<file path="src/rtl/count_capture.sv">
// Counter-sample capture FIFO: records {wrap, count} into a first-word fall-through queue.
// Optional macro COUNT_CAPTURE_DROP_CNT_EN enables the saturating dropped-capture counter.
module count_capture #(
    parameter int WIDTH = 4,
    parameter int DEPTH = 8
) (
    input  logic                     clk,
    input  logic                     rst,
    input  logic [WIDTH-1:0]         cnt_in,
    input  logic                     cap_en,
    output logic [WIDTH:0]           out_data,
    output logic                     out_valid,
    input  logic                     out_ready,
    output logic                     full,
    output logic                     empty,
    output logic [$clog2(DEPTH):0]   level,
    output logic                     ovf_sticky,
    input  logic                     clr_ovf,
    output logic [7:0]               drop_cnt
);

    localparam int AW = $clog2(DEPTH);
    localparam int LW = AW + 1;

    logic [WIDTH:0]   mem [DEPTH];
    logic [AW-1:0]    wr_ptr;
    logic [AW-1:0]    rd_ptr;
    logic [LW-1:0]    level_q;
    logic [LW-1:0]    level_nxt;
    logic [WIDTH-1:0] prev_cnt;
    logic             valid_q;
    logic             full_q;
    logic             empty_q;
    logic             ovf_q;
    logic             wrap;
    logic             push;
    logic             pop;
    logic             drop;

    always_comb begin
        wrap      = (cnt_in < prev_cnt);
        pop       = valid_q && out_ready;
        // A full FIFO still accepts a capture when the head leaves in the same cycle
        push      = cap_en && (!full_q || pop);
        drop      = cap_en && full_q && !pop;
        level_nxt = level_q;
        if (push && !pop)
            level_nxt = level_q + LW'(1);
        else if (pop && !push)
            level_nxt = level_q - LW'(1);
    end

    // Storage is deliberately left out of reset
    always_ff @(posedge clk) begin
        if (push)
            mem[wr_ptr] <= {wrap, cnt_in};
    end

    always_ff @(posedge clk or negedge rst) begin
        if (!rst) begin
            wr_ptr   <= '0;
            rd_ptr   <= '0;
            level_q  <= '0;
            prev_cnt <= '0;
            valid_q  <= 1'b0;
            full_q   <= 1'b0;
            empty_q  <= 1'b1;
            ovf_q    <= 1'b0;
        end else begin
            prev_cnt <= cnt_in;
            if (push)
                wr_ptr <= wr_ptr + AW'(1);
            if (pop)
                rd_ptr <= rd_ptr + AW'(1);
            level_q <= level_nxt;
            valid_q <= (level_nxt != '0);
            empty_q <= (level_nxt == '0);
            full_q  <= (level_nxt == LW'(DEPTH));
            if (drop)
                ovf_q <= 1'b1;
            else if (clr_ovf)
                ovf_q <= 1'b0;
        end
    end

`ifdef COUNT_CAPTURE_DROP_CNT_EN
    logic [7:0] drop_q;

    always_ff @(posedge clk or negedge rst) begin
        if (!rst) begin
            drop_q <= '0;
        end else if (clr_ovf) begin
            drop_q <= drop ? 8'd1 : 8'd0;
        end else if (drop && (drop_q != '1)) begin
            drop_q <= drop_q + 8'd1;
        end
    end

    assign drop_cnt = drop_q;
`else
    assign drop_cnt = '0;
`endif

    assign out_data   = mem[rd_ptr];
    assign out_valid  = valid_q;
    assign full       = full_q;
    assign empty      = empty_q;
    assign level      = level_q;
    assign ovf_sticky = ovf_q;

endmodule
</file>
<file path="config.mk">
export PLATFORM = sky130hd
export DESIGN_NAME = count_capture
export DESIGN_NICKNAME = d
export VERILOG_FILES = /design/src/rtl/count_capture.sv
export SDC_FILE = /design/constraint.sdc
export NUM_CORES = 1
export LEC_CHECK = 0
export BUFFER_PORTS_ARGS = -buffer_cell sky130_fd_sc_hd__buf_2
export CAP_MARGIN = 5
export CORE_ASPECT_RATIO = 0.75
export CORE_MARGIN = 2
export CORE_UTILIZATION = 45
export CTS_BUF_LIST = sky130_fd_sc_hd__clkbuf_2 sky130_fd_sc_hd__clkbuf_4 sky130_fd_sc_hd__clkbuf_8
export CTS_CLUSTER_SIZE = 20
export DETAILED_ROUTE_END_ITERATION = 10
export HOLD_SLACK_MARGIN = 0.03
export PLACE_DENSITY_LB_ADDON = 0.3
export SKIP_CTS_REPAIR_TIMING = 1
export SLEW_MARGIN = 20
export SYNTH_ARGS = -nofsm -noshare
export SYNTH_HDL_FRONTEND = slang
export SYNTH_SLANG_ARGS = --single-unit
</file>
<file path="constraint.sdc">
create_clock -name clk -period 1.73 [get_ports clk]
set_input_delay 0.346 -clock clk [delete_from_list [all_inputs] [get_ports clk]]
set_output_delay 0.346 -clock clk [all_outputs]
set_load 0.005 [all_outputs]
</file>
-- Word-level counts from Yosys, hierarchy flattened
Memory sizes are Yosys's and may differ from the RTL's.
Index checks and enable logic that the tools add are counted.
- input bits: 9
- memories kept: 1
- memory bits (writable): 40
- bits in registers: 18
- output and inout bits: 21
- memory list (memory ; words ; bits a word ; read ports ; clocked after Yosys merged registers in ; write ports ; RTL line ; RTL):
    mem ; 8 ; 5 ; 1 ; 0 ; 1 ; 25 ; logic [WIDTH:0] mem [DEPTH];
- reduce and logical (&&, ||, !) cells: 13
- eq/ne operators: 1
- muxes and demuxes: 6
- add/subtract/negate cells: 4
- order comparisons: 1
- operators with widths (cell ; count):
    4-bit 2-to-1 mux ; 2
    3-bit by 1-bit adder with 3-bit output (second input constant) ; 2
    1-bit logical AND ; 6
    4-bit by 1-bit adder with 4-bit output (second input constant) ; 1
    4-bit == test (second input constant) ; 1
    4-bit logical NOT ; 1
    4-bit < comparator ; 1
    1-bit 2-to-1 mux ; 4
    4-bit nonzero test ; 1
    4-bit by 1-bit subtractor with 4-bit output (second input constant) ; 1
    1-bit logical NOT ; 3
    2-bit nonzero test ; 1
    1-bit logical OR ; 1

-- Longest topological paths before layout
Gate-level depths: netlist (run 1).
- word-level depth: 8
- depth in mapped cells: 6

-- Least setup slack after synthesis (run 1)
OpenSTA, ideal clock, no wires.
- path kind: register to output
- start point: register rd_ptr[0]
- end point: output port out_data[0]
- buffers on the path: 1
- slack: -67 ps
- required time: 1384 ps
- data arrival time: 1451 ps
- cell stages (with the launch flop): 4
- cells stage by stage: dfrtp_1 buf_2 mux4_2 mux2_2
- word-level cells in the longest chain between the ends: 1
- RTL lines (element ; RTL line ; RTL):
    from (decl) ; 27 ; logic [AW-1:0] rd_ptr;
    from (signal assigned) ; 74 ; rd_ptr <= rd_ptr + AW'(1);
    memory read 8 x 5 bit ; - ;
    to (decl) ; 11 ; output logic [WIDTH:0] out_data,
Every way passes these cells.

-- Worst setup path after layout (run 1)
- start point: register rd_ptr[0]
- end point: output port out_data[1]
The elaborated chain is that of the path after synthesis.

==> summary.md, run 1 <==
| Metric | Value |
|---|---|
| Outcome | `finished, violations left` |
| Failing checks | `setup timing` |
| Critical path's top delay family | `multiplexers` |
| Crit start category | `flip-flop` |
| Setup WS post-layout | `-0.391 ns` |
| Pins Over Slew Limit | `0` |
| Crit-path max cell delay | `0.51 ns` |
| Unique cell type count in the Yosys netlist | `34` |
| Std-Cell Rows | `23` |
| Area grow syn2layout | `21.8%` |
| DRC Markers | `0` |
| Grt met1 use | `0.218` |
| Min Tclk post-route | `2.12 ns` |
| Drt pass-1 iters | `4` |
| Root Buffer | `clkbuf_8` |
| Final GP Congestion | `0.695` |
| CTS tree | `yes` |
| Die height | `68.0 um` |
| GRT busiest layer | `met2` |
| Final net count | `210` |
| Final WL | `4.62 mm` |
| Min-Delay Path Class | `input pin to flip-flop` |
| IO buf count | `21` |
| Area of the multi-input gates | `761 um^2` |
| FMAX | `0.471 GHz` |
| Post-Place Worst Slack | `-0.0585 ns` |
| CP max stage cell | `mux4_2` |
| Initial antenna violation count | `0` |
| Cell area after synthesis | `0.00246 mm^2` |
| Worst path most repeated cell | `buf_6` |
| Sequential Power Share | `0.422` |
| Share of cells above drive strength 1 | `0.437` |
| M2 GR Usage | `0.269` |
| Final setup vio count | `5` |
| Comb power frac | `0.344` |
| Number of CTS-inserted buffers | `9` |
| DR vias | `1325` |
| # diodes | `0` |
| CP Cell Sequence | `buf_6 > mux4_2 > mux2_4 > buf_6` |
| Internal power | `3.44 mW` |
| Area share of the largest cell type after synthesis | `0.489` |
| Sequential fraction of the synthesis area | `0.673` |
| Clock Path Buffers | `2` |
| Initial Util | `0.464` |
| Worst endpoint required time | `1.38 ns` |
| Power density cells | `1640 mW/mm^2` |
| Mean post-synth cell area | `16.8 um^2` |
| Via/cell ratio | `4.84` |
| Latest clock arrival within the worst-skew pair | `0.33 ns` |
| First-pass GRT wire length | `7.08 mm` |
| Net Sw Power | `1.47 mW` |
| Die area | `0.00607 mm^2` |
| Gr usage total | `0.173` |
| Vias in the first global route | `1365` |
| Max-Cap Viols | `0` |
| Leading area contributor after synthesis | `edfxtp_1` |
| Ys Warns | `0` |
| GR met3 Demand/Resource | `0.0724` |
| WS Path Type | `flip-flop to primary output` |
| # IOs | `30` |
| Reg clk slew, reported paths | `0.06 ns` |
| Setup_tns | `-1.84 ns` |
| Peak VDD IR | `704 uV` |
| Cells after Synth | `146` |
| Worst Setup End Kind | `primary output` |
| RSZ-0062 raised after global routing | `true` |
| GRT overflow | `0` |
| Count of final hold-check violations | `0` |
| Crit-path max FO | `6` |
| Non-filler cells, final | `274` |
| Clock skew | `0.00727 ns` |
| DRT antenna net count | `0` |
| Critical path arrival | `1.78 ns` |
| Largest net degree at the start of global routing | `19` |
| DR iter-0 viols | `85` |
| H-tree Lvls | `3` |
| Seq cells post-synth | `58` |
| Sw frac | `0.299` |
| Placed wire-length estimate | `3.12 mm` |
| Leak pwr | `1.19 nW` |
| DP Cell Count | `256` |
| Buf/Inv on CP | `2` |
| Clock power frac | `0.233` |
| Fin crit share | `1.23` |
| CTS sink cnt | `58` |
| Top cells by area, synth | `edfxtp_1 (49%), dfrtp_1 (17%), mux4_2 (9.2%), ha_1 (3.6%), mux2_2 (3.2%)` |
| Area taken by flip-flops and latches | `0.00166 mm^2` |
| Die Width | `89.3 um` |
| Wirelength per Cell | `16.9 um` |
| Fill cells | `459` |
| Core area | `0.00530 mm^2` |
-- area by class of cell --
class,count,share of cell area
Sequential cell,58,0.553
Multi-Input combinational cell,78,0.254
Timing Repair Buffer,41,0.0928
Clock buffer,9,0.0414
Tap cell,75,0.0313
Clock inverter,7,0.0201
Inverter,6,0.00752
-- cells in the final DEF, fill, tap and decap left out, drive strengths merged, types with 2 or more instances in the layout --
| master | n |
|---|---|
| mux4 | 10 |
| nor2 | 8 |
| clkinv | 5 |
| and2 | 2 |
| ha | 7 |
| nand2b | 4 |
| dfrtp | 17 |
| a21o | 2 |
| edfxtp | 40 |
| nor3 | 3 |
| buf | 40 |
| inv | 6 |
| xor2 | 2 |
| mux2 | 7 |
| nand2 | 4 |
| conb | 8 |
| clkbuf | 9 |
| a21oi | 2 |
| xnor2 | 5 |
| nor2b | 2 |
| nand3 | 2 |
-- state kept, by name, summed over array words and instances, names as in the netlist --
signal      count
empty           1
full            1
level           4
mem            40
out_valid       1
ovf_sticky      1
prev_cnt        4
rd_ptr          3
wr_ptr          3
-- per-layer routing --
metal  up-vias  routed length (um)
met2        26                2210
li1        626                   -
met4         0                  65
met3        10                 211
met1       663                2130
met5         -                   0
-- worst reg2reg max path, delay by kind of cell (launching register included) --
family	cells	cell delay, ns
flops	1	0.39
fa+ha+maj	1	0.20
buf+inv	1	0.06
xor+xnor	1	0.10
simple gates	2	0.62
compound gates	1	0.21
-- Yosys cell counts --
master	number
dfstp_2	1
ha_1	7
xor2_1	2
xnor2_1	5
mux4_2	10
nor2b_4	1
nand2b_1	4
and3b_4	1
nand3_1	2
edfxtp_1	40
conb_1	1
or2_1	1
o31ai_2	1
a21oi_1	2
nor2_1	8
a21boi_2	1
and3_1	1
mux2_2	7
a21o_1	2
nor2b_1	1
a32oi_2	1
nand2_1	3
nor3_1	3
inv_1	6
nand2_2	1
buf_4	8
o21ai_0	1
clkbuf_1	2
buf_2	1
or3_1	1
and2_2	2
a22o_2	1
o221ai_1	1
dfrtp_1	17
-- path summary, 6_finish.rpt --
kind                       startpoint           to  slack [ns]  cells after the start
setup / recovery            rd_ptr[0]  out_data[1]       -0.39                      4
hold / removal                clr_ovf   ovf_sticky        0.21                      2
setup reg to reg             level[0]    out_valid        0.05                      6
hold reg to reg             wr_ptr[0]    wr_ptr[0]        0.52                      1
max in group asynchronous         rst        empty        0.89                      2
min in group asynchronous         rst     level[0]        0.51                      2
-- through the flow --
| step | cell area, um^2 | power (mW) | util | hold slack (ns) |
|---|---|---|---|---|
| after floorplan | 2490 | 3.01 | - | 0.0504 |
| after global placement | 2750 | 3.52 | 0.518 | 0.291 |
| after detailed placement | 2750 | 3.62 | 0.518 | 0.303 |
| after CTS | 2930 | 4.79 | 0.553 | -0.0712 |
| after global routing | 2990 | 5.21 | 0.565 | 0.207 |
| final | 2990 | 4.91 | 0.565 | 0.206 |
-- power groups by stage --
stage                     combinational (mW)  sequential (mW)  clock [mW]
after detailed placement                1.54             2.08           0
after global routing                    1.85             2.11        1.26
after floorplan                         1.02             1.99           0
after global placement                  1.46             2.06           0
after CTS                               1.54             2.06        1.19
final                                   1.69             2.07        1.15
-- kinds of logic after synthesis --
kind of cell / after synthesis / synth area share
XOR/XNOR: 7 / 0.0249
flip-flops: 58 / 0.673
AO/OA/AOI/OAI: 10 / 0.0361
multiplexers: 17 / 0.124
other: 1 / 0.00153
adder cells (fa/ha/maj): 7 / 0.0356
buffers and inverters: 17 / 0.0387
AND/OR/NAND/NOR: 29 / 0.0667
(Power assumes the default switching activity.)
==> run 2, diff against run 1 <==
--- a/config.mk
+++ b/config.mk
@@ -5,7 +5,6 @@
 export SDC_FILE = /design/constraint.sdc
 export NUM_CORES = 1
 export LEC_CHECK = 0
-export BUFFER_PORTS_ARGS = -buffer_cell sky130_fd_sc_hd__buf_2
 export CAP_MARGIN = 5
 export CORE_ASPECT_RATIO = 0.75
 export CORE_MARGIN = 2
@@ -13,6 +12,7 @@
 export CTS_BUF_LIST = sky130_fd_sc_hd__clkbuf_2 sky130_fd_sc_hd__clkbuf_4 sky130_fd_sc_hd__clkbuf_8
 export CTS_CLUSTER_SIZE = 20
 export DETAILED_ROUTE_END_ITERATION = 10
+export DONT_BUFFER_PORTS = 1
 export HOLD_SLACK_MARGIN = 0.03
 export PLACE_DENSITY_LB_ADDON = 0.3
 export SKIP_CTS_REPAIR_TIMING = 1
==> run 2 against run 1 <==
  * The run still ends with setup timing left
  * Critical endpoint unchanged
  * Die area unchanged
  * Largest cell class unchanged
  * Register-to-register slack got worse by 0.03 ns
  * Fmax grew 4.3%
  * Global-route usage fell by 0.90 points
==> summary.md, run 2 (synthesis results as in run 1) <==
| Metric | Value |
|---|---|
| WL met2 | `2.12 mm (-4.3%)` |
| Setup_tns | `-1.43 ns (+0.413 ns)` |
| Sw frac | `0.290 (-0.00879)` |
| Post-route core utilization | `0.558 (-0.00709)` |
| M1 WL | `1.93 mm (-9.4%)` |
| H-tree Lvls | `3 (unchanged)` |
| Wirelength per Cell | `17.0 um (+0.64%)` |
| GRT overflow | `0 (unchanged)` |
| First-pass GRT wire length | `6.71 mm (-5.3%)` |
| Die height | `68.0 um (unchanged)` |
| Setup WS post-layout | `-0.303 ns (+0.0883 ns)` |
| Total power | `4.89 mW (-0.36%)` |
| Vias in the first global route | `1292 (-5.3%)` |
| Max FFs per register | `40 (unchanged)` |
| Area grow syn2layout | `20.3%` |
| Final setup vio count | `5 (unchanged)` |
| RSZ-0062 raised after global routing | `true` |
| Post-route cell area | `0.00296 mm^2 (-1.3%)` |
| Critical path's top delay family | `multiplexers` |
| Die area | `0.00607 mm^2 (unchanged)` |
| Reg clk slew, reported paths | `0.07 ns (about the same)` |
| CTS sink cnt | `58 (unchanged)` |
| CP max stage cell | `mux4_2` |
| Metal3 WL | `250 um (+18%)` |
| Min Tclk post-route | `2.03 ns (-0.0883 ns)` |
| Gr usage total | `0.164 (-0.00904)` |
| Peak VDD IR | `708 uV (+0.63%)` |
| Power density cells | `1660 mW/mm^2 (+0.91%)` |
| Worst setup path start | `rd_ptr[0]` |
| Largest net degree at the start of global routing | `19 (unchanged)` |
| Drt pass-1 iters | `4 (unchanged)` |
| Leak pwr | `1.13 nW (-5.0%)` |
| DR iter-0 viols | `94 (+11%)` |
| Final net count | `194 (-7.6%)` |
| IO buf count | `0 (-100%)` |
| Clock Path Buffers | `2 (unchanged)` |
| Share of cells above drive strength 1 | `0.366 (-0.0711)` |
| Max Used Layer | `met4` |
| CP Cell Sequence | `buf_12 > mux4_2 > mux2_2` |
| Buf/Inv on CP | `1 (-1)` |
| Final WL | `4.38 mm (-5.2%)` |
| Outcome | `finished, violations left` |
| Failing checks | `setup timing` |
| CTS tree | `yes` |
| Worst endpoint required time | `1.38 ns (about the same)` |
| DR vias | `1286 (-2.9%)` |
| Clock skew | `0.00403 ns (-0.00324 ns)` |
| Number of CTS-inserted buffers | `9 (unchanged)` |
| Initial Util | `0.464 (unchanged)` |
| Die Width | `89.3 um (unchanged)` |
| WS Path Type | `flip-flop to primary output` |
| Fin crit share | `1.18 (-0.0510)` |
| DRC Markers | `0 (unchanged)` |
| DRT antenna net count | `0 (unchanged)` |
| Crit start category | `flip-flop` |
| Placed Instance Area | `0.00265 mm^2 (-3.4%)` |
| Crit-path max cell delay | `0.51 ns (about the same)` |
| Commonest non-fill, non-tap cells in the layout | `edfxtp_1 (40), buf_4 (19), dfrtp_1 (16), mux4_2 (10), clkbuf_8 (9)` |
| Comb power frac | `0.300 (-0.044)` |
| Critical path arrival | `1.69 ns (-0.09 ns)` |
| Final GP Congestion | `0.731 (+5.1%)` |
| Internal power | `3.47 mW (+0.89%)` |
| FF-to-FF Start | `out_valid` |
| Rel. slew slack | `0.460` |
| # diodes | `0 (unchanged)` |
| Pins Over Slew Limit | `0 (unchanged)` |
| Core area | `0.00530 mm^2 (unchanged)` |
| Clock power frac | `0.274 (+0.041)` |
| Hold wc startpoint | `cnt_in[3]` |
| Sequential Power Share | `0.426 (+0.004)` |
| Crit-path max FO | `10 (+4)` |
| Least-Margin Pin Slew | `0.808 ns` |
| Latest clock arrival within the worst-skew pair | `0.33 ns (about the same)` |
| Largest reg by FF count | `mem` |
| Std-Cell Rows | `23 (unchanged)` |
| FMAX | `0.492 GHz (+4.3%)` |
| Initial antenna violation count | `0 (unchanged)` |
| Commonest non-fill, non-tap cell in the layout | `edfxtp_1` |
| Worst Setup End Kind | `primary output` |
| Min-Delay Path Class | `input pin to flip-flop` |
| Via/cell ratio | `4.98 (+3.1%)` |
| Count of final hold-check violations | `0 (unchanged)` |
| Max-Cap Viols | `0 (unchanged)` |
| Net Sw Power | `1.42 mW (-3.3%)` |
| # IOs | `30 (unchanged)` |
| Root Buffer | `clkbuf_8` |
| Placed wire-length estimate | `3.02 mm (-3.1%)` |
==> run 2: cell types whose count changed in the layout (fill, tap and decap cells not counted), moves of 2 or more <==
| cell | delta |
|---|---|
| dlygate4sd3_1 | +4 |
| clkinv_2 | -2 |
| buf_6 | -4 |
| buf_2 | -19 |
| buf_4 | +2 |
==> run 2: final cells by class <==
| type | instances | area [um^2] |
|---|---|---|
| Clock buffer | 9 | 124 |
| Sequential cell | 58 | 1650 |
| Inverter | 6 | 22.5 |
| Multi-Input combinational cell | 78 | 757 |
| Tap cell | 75 | 93.8 |
| Clock inverter | 7 | 92.6 |
| Timing Repair Buffer | 25 | 213 |
| Fill cell | 417 | 2340 |
==> run 2: worst paths after layout <==
path                       slack, ns  cells after the start          end
setup / recovery               -0.30                      3  out_data[1]
hold reg to reg                 0.52                      1    wr_ptr[0]
setup reg to reg                0.02                      5    out_valid
hold / removal                  0.10                      0    mem[7][3]
max in group asynchronous       0.63                      1     level[1]
min in group asynchronous       0.55                      1     level[2]
==> run 2: metrics by stage <==
step	std cells	setup WS [ns]	hold slack [ns]
detailed placement	235	-0.0146	0.0508
CTS	251	-0.318	-0.314
global placement	235	0.0613	0.0508
global route	258	-0.348	0.0762
finish	258	-0.303	0.104
floorplan	153	0.0241	0.0504
==> run 2: metal layers <==
metal	global-route usage	vias up
li1	-	591
met1	0.205	651
met2	0.249	36
met3	0.0760	8
met4	0.0672	0
met5	0	-
==> run 2: power groups by stage <==
stage,Combinational (mW),Sequential [mW],Clock [mW]
after floorplan,1.02,1.99,0
after global placement,1.29,2.08,0
after detailed placement,1.35,2.10,0
after CTS,1.36,2.08,1.37
after global routing,1.61,2.11,1.44
final,1.47,2.08,1.34
==> run 2: worst register-to-register path, stage by stage, from the launching register on <==
cell     delay, ns
dfrtp_1       0.43
and3b_4       0.22
a32oi_2       0.22
xnor2_2       0.12
or3_4         0.39
or2_1         0.21
